===== src/rtl/fb_arbiter.sv =====
`default_nettype none
// +--------------------------------------------------------------------------+
// | fb_arbiter                                                               |
// | Single-port framebuffer RAM arbiter: scan-out read > clear fill >        |
// | round-robin writers (renderer w0, CPU w1).                               |
// | Rev 1.0                                                                  |
// +--------------------------------------------------------------------------+
module fb_arbiter #(
  parameter int ADDR_W = 12,
  parameter int DATA_W = 8
) (
  input  logic              clk,
  input  logic              reset,
  input  logic              display_on,
  input  logic              rd_req,
  input  logic [ADDR_W-1:0] rd_addr,
  output logic              rd_valid,
  output logic [DATA_W-1:0] rd_data,
  input  logic              w0_valid,
  input  logic [ADDR_W-1:0] w0_addr,
  input  logic [DATA_W-1:0] w0_data,
  output logic              w0_ready,
  input  logic              w1_valid,
  input  logic [ADDR_W-1:0] w1_addr,
  input  logic [DATA_W-1:0] w1_data,
  output logic              w1_ready,
  input  logic              clear_start,
  input  logic [DATA_W-1:0] clear_color,
  output logic              clear_busy,
  output logic              clear_done,
  output logic              ram_we,
  output logic [ADDR_W-1:0] ram_addr,
  output logic [DATA_W-1:0] ram_d,
  input  logic [DATA_W-1:0] ram_q
);

  typedef enum logic [0:0] {
    S_IDLE  = 1'b0,
    S_CLEAR = 1'b1
  } state_t;

  localparam logic [ADDR_W-1:0] C_LAST_ADDR = '1;

  state_t            r_state;
  logic [ADDR_W-1:0] r_cnt;
  logic [DATA_W-1:0] r_color;
  logic              r_last;    // 1: port 1 was served last
  logic              r_rd_p1;

  logic w_rd_gnt;
  logic w_clr_wr;
  logic w_wr_ok;
  logic w_gnt0;
  logic w_gnt1;

  assign w_rd_gnt = rd_req & display_on;
  assign w_clr_wr = (r_state == S_CLEAR) & ~w_rd_gnt;
  // A clear request in IDLE claims the cycle from the writers.
  assign w_wr_ok  = (r_state == S_IDLE) & ~clear_start & ~w_rd_gnt;
  assign w_gnt0   = w_wr_ok & w0_valid & (~w1_valid | r_last);
  assign w_gnt1   = w_wr_ok & w1_valid & (~w0_valid | ~r_last);

  assign w0_ready = w_gnt0;
  assign w1_ready = w_gnt1;

  // RAM data lands one cycle after the command, in the same cycle as rd_valid.
  assign rd_data  = rd_valid ? ram_q : '0;

  always_ff @(posedge clk or posedge reset) begin
    if (reset) begin
      r_state    <= S_IDLE;
      r_cnt      <= '0;
      r_color    <= '0;
      r_last     <= 1'b1;
      r_rd_p1    <= 1'b0;
      rd_valid   <= 1'b0;
      clear_busy <= 1'b0;
      clear_done <= 1'b0;
      ram_we     <= 1'b0;
      ram_addr   <= '0;
      ram_d      <= '0;
    end else begin
      r_rd_p1    <= w_rd_gnt;
      rd_valid   <= r_rd_p1;
      clear_done <= 1'b0;
      ram_we     <= 1'b0;

      if (w_rd_gnt) begin
        ram_addr <= rd_addr;
      end else if (w_clr_wr) begin
        ram_we   <= 1'b1;
        ram_addr <= r_cnt;
        ram_d    <= r_color;
        r_cnt    <= r_cnt + 1'b1;
        if (r_cnt == C_LAST_ADDR) begin
          r_state    <= S_IDLE;
          clear_busy <= 1'b0;
          clear_done <= 1'b1;
        end
      end else if (w_gnt0) begin
        ram_we   <= 1'b1;
        ram_addr <= w0_addr;
        ram_d    <= w0_data;
        r_last   <= 1'b0;
      end else if (w_gnt1) begin
        ram_we   <= 1'b1;
        ram_addr <= w1_addr;
        ram_d    <= w1_data;
        r_last   <= 1'b1;
      end

      if ((r_state == S_IDLE) && clear_start) begin
        r_state    <= S_CLEAR;
        clear_busy <= 1'b1;
        r_cnt      <= '0;
        r_color    <= clear_color;
      end
    end
  end

endmodule
`default_nettype wire


===== config.mk =====
export PLATFORM = sky130hd
export DESIGN_NAME = fb_arbiter
export DESIGN_NICKNAME = d
export VERILOG_FILES = /design/src/rtl/fb_arbiter.sv
export SDC_FILE = /design/constraint.sdc
export NUM_CORES = 1
export LEC_CHECK = 0
export BUFFER_PORTS_ARGS = -buffer_cell sky130_fd_sc_hd__buf_2
export CAP_MARGIN = 20
export CORE_ASPECT_RATIO = 1.75
export CORE_MARGIN = 2
export CORE_UTILIZATION = 40
export CTS_BUF_LIST = sky130_fd_sc_hd__clkbuf_8
export CTS_CLUSTER_DIAMETER = 150
export DETAILED_ROUTE_END_ITERATION = 8
export GPL_ROUTABILITY_DRIVEN = 0
export PLACE_DENSITY = 0.74
export SYNTH_ARGS = -nofsm -noshare
export SYNTH_HDL_FRONTEND = slang
export SYNTH_SLANG_ARGS = --single-unit

===== constraint.sdc =====
create_clock -name clk -period 1.6 [get_ports clk]
set_clock_uncertainty 0.1 [all_clocks]
set_input_delay 0.08 -clock clk [delete_from_list [all_inputs] [get_ports clk]]
set_output_delay 0.08 -clock clk [all_outputs]
set_load 0.01 [all_outputs]

-- After elaboration in Yosys (flattened, before gate mapping)
Index checks and enable logic that the tools add are counted.
W data, S select, Z words.
- memory bits (writable): 0
- word-level logic and storage cells: 64
- bits in latches: 0
- memories: 0
- register bits after elaboration: 46
- memory bits (read-only): 0
- add/sub/neg operators: 1
- eq/ne operators: 2
- reductions and logical operators: 10
- shift operators: 0
- bitwise gates (word level): 17
- order comparisons: 0
- $mul: 0
- div/mod/pow operators: 0
- multiplexer cells: 24
- operators with widths (kind ; number):
    $mux W12 ; 7
    $mux W8 ; 4
    $mux W1 ; 13
    $add A12 B1 Y12 const B ; 1
    $eq A12 B12 Y1 const B ; 1
    $and A1 B1 Y1 ; 8
    $not A1 Y1 ; 7
    $reduce_and A3 Y1 ; 2
    $reduce_bool A2 Y1 ; 3
    $reduce_and A2 Y1 ; 2
    $reduce_bool A4 Y1 ; 1
    $reduce_bool A3 Y1 ; 1
    $ne A2 B1 Y1 const B ; 1
    $or A1 B1 Y1 ; 2
    $logic_and A1 B1 Y1 ; 1

-- Depth between registers and ports, before layout
- word-level depth: 9
- gate-level depth with buffers: 6

-- Worst setup path after synthesis
No wires, ideal clock.
- path kind: flip-flop to flip-flop
- start point: register r_state
- end point: register r_cnt[11]
- path buffers: 2
- period minus slack after synthesis: 1.727 ns
- setup time: 0.127 ns
- path slack: -0.127 ns
- data arrival time: 1.500 ns
- cell stages (with the launch flop): 7
- path through: dfrtp_1 -> buf_4 -> a21bo_1 -> buf_6 -> or3_4 -> o211ai_2 -> o31ai_2
- word-level cells in the longest chain between the ends: 4
- RTL lines (item ; line ; RTL):
    start, declared ; 44 ; state_t r_state;
    start signal, assigned ; 71 ; r_state <= S_IDLE;
    start signal, assigned ; 96 ; r_state <= S_IDLE;
    start signal, assigned ; 113 ; r_state <= S_CLEAR;
    $not A1 Y1 ; 112 ; if ((r_state == S_IDLE) && clear_start) begin
    $logic_and A1 B1 Y1 ; 112 ;
    $ne A2 B1 Y1 (no line) or $reduce_bool A2 Y1 (tied branches) ; - ;
    $reduce_and A2 Y1 (no line) ; - ;
    end signal, assigned ; 94 ; r_cnt <= r_cnt + 1'b1;
    end, declared ; 45 ; logic [ADDR_W-1:0] r_cnt;
Several ways; a longest one is shown, not always the timed one.
A chain may end at the register's enable or synchronous reset.

-- Worst setup path after layout
- start point: register r_last
- end point: register ram_addr[9]
- word-level cells in the longest chain between the ends: 5
- RTL lines (item ; line ; RTL):
    start, declared ; 47 ; logic r_last;
    start signal, assigned ; 74 ; r_last <= 1'b1;
    start signal, assigned ; 104 ; r_last <= 1'b0;
    start signal, assigned ; 109 ; r_last <= 1'b1;
    $or A1 B1 Y1 ; 60 ; assign w_gnt0 = w_wr_ok & w0_valid & (~w1_valid | r_last);
    $and A1 B1 Y1 ; 60 ;
    $mux W12 ; 100 ; end else if (w_gnt0) begin
    $mux W12 ; 90 ; end else if (w_clr_wr) begin
    $mux W12 ; 88 ; if (w_rd_gnt) begin
    end signal, assigned ; 89 ; ram_addr <= rd_addr;
    end signal, assigned ; 92 ; ram_addr <= r_cnt;
    end signal, assigned ; 102 ; ram_addr <= w0_addr;
    end, declared ; 32 ; output logic [ADDR_W-1:0] ram_addr,
Several ways; a longest one is shown, not always the timed one.

==> key figures <==
Detailed routing
  • Detailed Route WL: 8.233 mm
  • Post-route DRC violation count: 0
  • Vias per inst: 5.207
  • Via count: 2739
  • Post-detailed-route wirelength per cell: 15.65 um
  • Count of routing violations after the opening detailed-route iteration: 121
  • Antenna-violating nets left: 0
  • First-pass iteration count of the detailed router: 4

Clocking
  • H-Tree Depth: 2
  • Clk Latency, worst-skew pair: 0.32 ns
  • CTS clock-pin slew for the worst setup and hold paths: 0.10 ns
  • Clock Sinks: 46
  • Clock buffer count from CTS: 5
  • Root buf cell: sky130_fd_sc_hd__clkbuf_8
  • Clock tree from TritonCTS: yes
  • Maximum number of buffers from clock root to sink: 2

Synthesis
  • Nets in the synthesized netlist: 342
  • Seq/Total Area, Yosys: 47.21%
  • Instance count of the mapped netlist: 266
  • Post-Synth Simple-Gate Area: 23.17%
  • Share of cell area taken by muxes after synthesis: 8.611%
  • Number of different library cells in the post-synthesis netlist: 39
  • Area fraction in compound gates after synthesis: 16.45%
  • Flip-flop and latch count after synthesis: 46
  • Largest family of logic cells by synthesized area: simple AND/OR/NAND/NOR gates
  • Synth Area in Adders: 0.5126%
  • Yosys warnings: 0
  • Total standard cell area after synthesis: 2441 um^2
  • Xor/xnor cell area share of the yosys netlist: 1.076%
  • Synth Area per Inst: 9.177 um^2

Placement
  • Worst slack at placement: -0.01642 ns
  • Buffers added on ports: 108
  • Detailed-placement wirelength estimate: 5.397 mm
  • Placed Area: 3187 um^2

Global routing
  • Wire length of the first global-routing pass: 13.24 mm
  • Antenna violations before repair: 0
  • Number of global-route vias before repair: 2819
  • Total global-route track usage: 24.88%
  • Total congestion overflow: 0
  • Pin count of the biggest net entering global routing: 21

Floorplan
  • Die Wd: 63.06 um
  • Initial core utilization: 41.52%
  • Die Outline Area: 6769 um^2
  • Row Count: 37
  • Area of the placeable core: 5879 um^2
  • IO Count: 109
  • Die height: 107.3 um

STA
  • Setup repair after global routing missed its margin: true
  • Worst slew margin relative to its limit: 63.33%
  • Final hold violation count: 1
  • Final-layout worst hold slack: -0.02240 ns
  • Final period util: 106.5%
  • Final count of negative-setup-slack endpoints: 13
  • Worst-margin pin slew: 0.5490 ns
  • Worst Setup Slack, final: -0.1041 ns
  • Max Slew Vio Count: 0
  • Crit path time final: 1.704 ns
  • Peak clock frequency supported by timing: 586.8 MHz

Outcome
  • Result of the run: complete, but fails checks
  • Failing checks: hold timing, setup timing

Run
  • Max-cap check violation count: 0

Cells and area
  • Filler Cells Inserted: 463
  • Ant. Diodes: 0
  • Leading cell type in the layout, fill and taps excluded: sky130_fd_sc_hd__buf_2
  • Syn-to-layout area delta: 61.15%
  • Post-route cell area: 3934 um^2
  • Most frequent cells in the layout: 107 x sky130_fd_sc_hd__buf_2, 45 x sky130_fd_sc_hd__dfrtp_1, 44 x sky130_fd_sc_hd__dlygate4sd3_1, 38 x sky130_fd_sc_hd__nand2_1, 29 x sky130_fd_sc_hd__buf_4
  • Fraction of final layout cells with drive strength greater than 1: 38.17%
  • Post-layout net count: 523

Power and ir drop
  • Maximum vdd drop: 0.6450 mV
  • Power density normalized to cell area: 807.4 nW/um^2
  • Static leakage power: 0.001953 uW

Critical path
  • Buffering stage count on the worst path with inverters included: 2
  • Peak fanout along the critical path: 6
  • Slowest cell on the critical path: sky130_fd_sc_hd__dfstp_2
  • Critical path cell sequence: nor2b_2 -> nor3b_4 -> buf_6 -> buf_8 -> mux2i_2 -> o221ai_1
  • Launching element type of the critical path: register
  • Worst path top cell family by delay: flip-flops
  • Crit path kind: reg -> reg
  • Flop2flop setup slack: -0.10 ns
  • Delay of the slowest cell on the worst path: 0.56 ns
  • Worst Setup End Kind: register
  • Arrival time worst endpoint: 1.79 ns
  • Data required time at the worst endpoint: 1.69 ns

Min path
  • Class of the worst hold path: in -> reg
## cell families (layout without fill, tap and decap cells)
kind of cell	after synthesis	after routing
AND/OR/NAND/NOR	111	111
XOR/XNOR	3	3
AO/OA/AOI/OAI	69	69
buffers and inverters	15	197
adder cells (fa/ha/maj)	1	1
multiplexers	21	21
flip-flops	46	46
## worst register-to-register path, cell delays in order (launching register included)
cell and delay, ns:
sky130_fd_sc_hd__dfstp_2 0.56, sky130_fd_sc_hd__nor2b_2 0.05, sky130_fd_sc_hd__nor3b_4 0.21, sky130_fd_sc_hd__buf_6 0.14, sky130_fd_sc_hd__buf_8 0.13, sky130_fd_sc_hd__mux2i_2 0.25
sky130_fd_sc_hd__o221ai_1 0.14
## synth_stat cells, drive strengths merged
library cell	number	area, um^2
o31ai	1	12.51
xor2	2	17.52
a21o	1	7.510
o221ai	4	35.03
nand3	11	55.05
a21oi	25	128.9
nor3b	1	12.51
nand2	38	142.6
dfstp	1	26.28
dfrtp	45	1126
xnor2	1	8.760
o22ai	8	50.05
a21bo	1	10.01
o21ai	26	130.1
and2	10	62.56
mux2i	21	210.2
and4	1	8.760
nand4	3	18.77
ha	1	12.51
clkbuf	7	26.28
nor2b	2	12.51
nor2	13	48.80
and3	13	81.33
nor4	1	6.260
or3	9	61.31
inv	3	11.26
a21boi	1	7.510
buf	5	35.02
nor3	1	5.000
o211ai	1	12.51
nand2b	8	50.05
o21bai	1	7.510
## path summary, 6_finish.rpt
kind	from	endpoint	depth (start not counted)
min in group asynchronous	reset	ram_addr[9]	3
max in group asynchronous	reset	r_cnt[1]	4
max	r_last	ram_addr[9]	6
min reg2reg	r_rd_p1	rd_valid	0
max reg2reg	r_last	ram_addr[9]	6
min	w0_addr[6]	ram_addr[6]	3
## final cells by class
class | count | area (um^2) | area share (%)
repair buffers | 186 | 1282 | 32.60
multi-input cells | 205 | 1274 | 32.38
flip-flops and latches | 46 | 1152 | 29.29
well taps | 78 | 97.59 | 2.481
clock buffers | 5 | 68.82 | 1.749
clock inverters | 3 | 43.79 | 1.113
inverters | 3 | 15.01 | 0.3817
## per-stage QoR
| stage | cells | TNS (ns) | total power [uW] | utilization (%) |
|---|---|---|---|---|
| CTS | 524 | -0.3067 | 3140 | 65.72 |
| global route | 526 | -2.169 | 3318 | 66.91 |
| finish | 526 | -0.4944 | 3176 | 66.91 |
| global placement | 460 | 0 | 2133 | 54.20 |
| detailed placement | 460 | -0.04114 | 2158 | 54.20 |
| floorplan | 266 | -0.07423 | 1831 | - |
## sequential cells by signal, indices dropped and copies added (netlist names), 8 cells and up
name	count
r_cnt	12
ram_d	8
r_color	8
ram_addr	12
## timing repair
item	4_1_cts	5_1_grt
pin swaps	5	11
gates resized for setup	8	14
buffers inserted	12	3
hold buffers	43	1
endpoints found under the setup margin	6	29
endpoints found under the hold margin	45	1
cloned	1	0
## where the power goes
part | leakage (uW) | internal (uW) | switching (uW)
Clock | 0.0000585 | 468 | 422
Sequential | 0.000582 | 1330 | 141
Combinational | 0.00131 | 428 | 388
## metal layers
layer	wire (um)	GRT usage, %	up-vias
met3	423	4.498	22
met1	3091	26.91	1292
met4	255	11.43	0
met5	0	0	-
met2	4463	46.12	116
li1	-	-	1309
(Power assumes the default switching activity.)
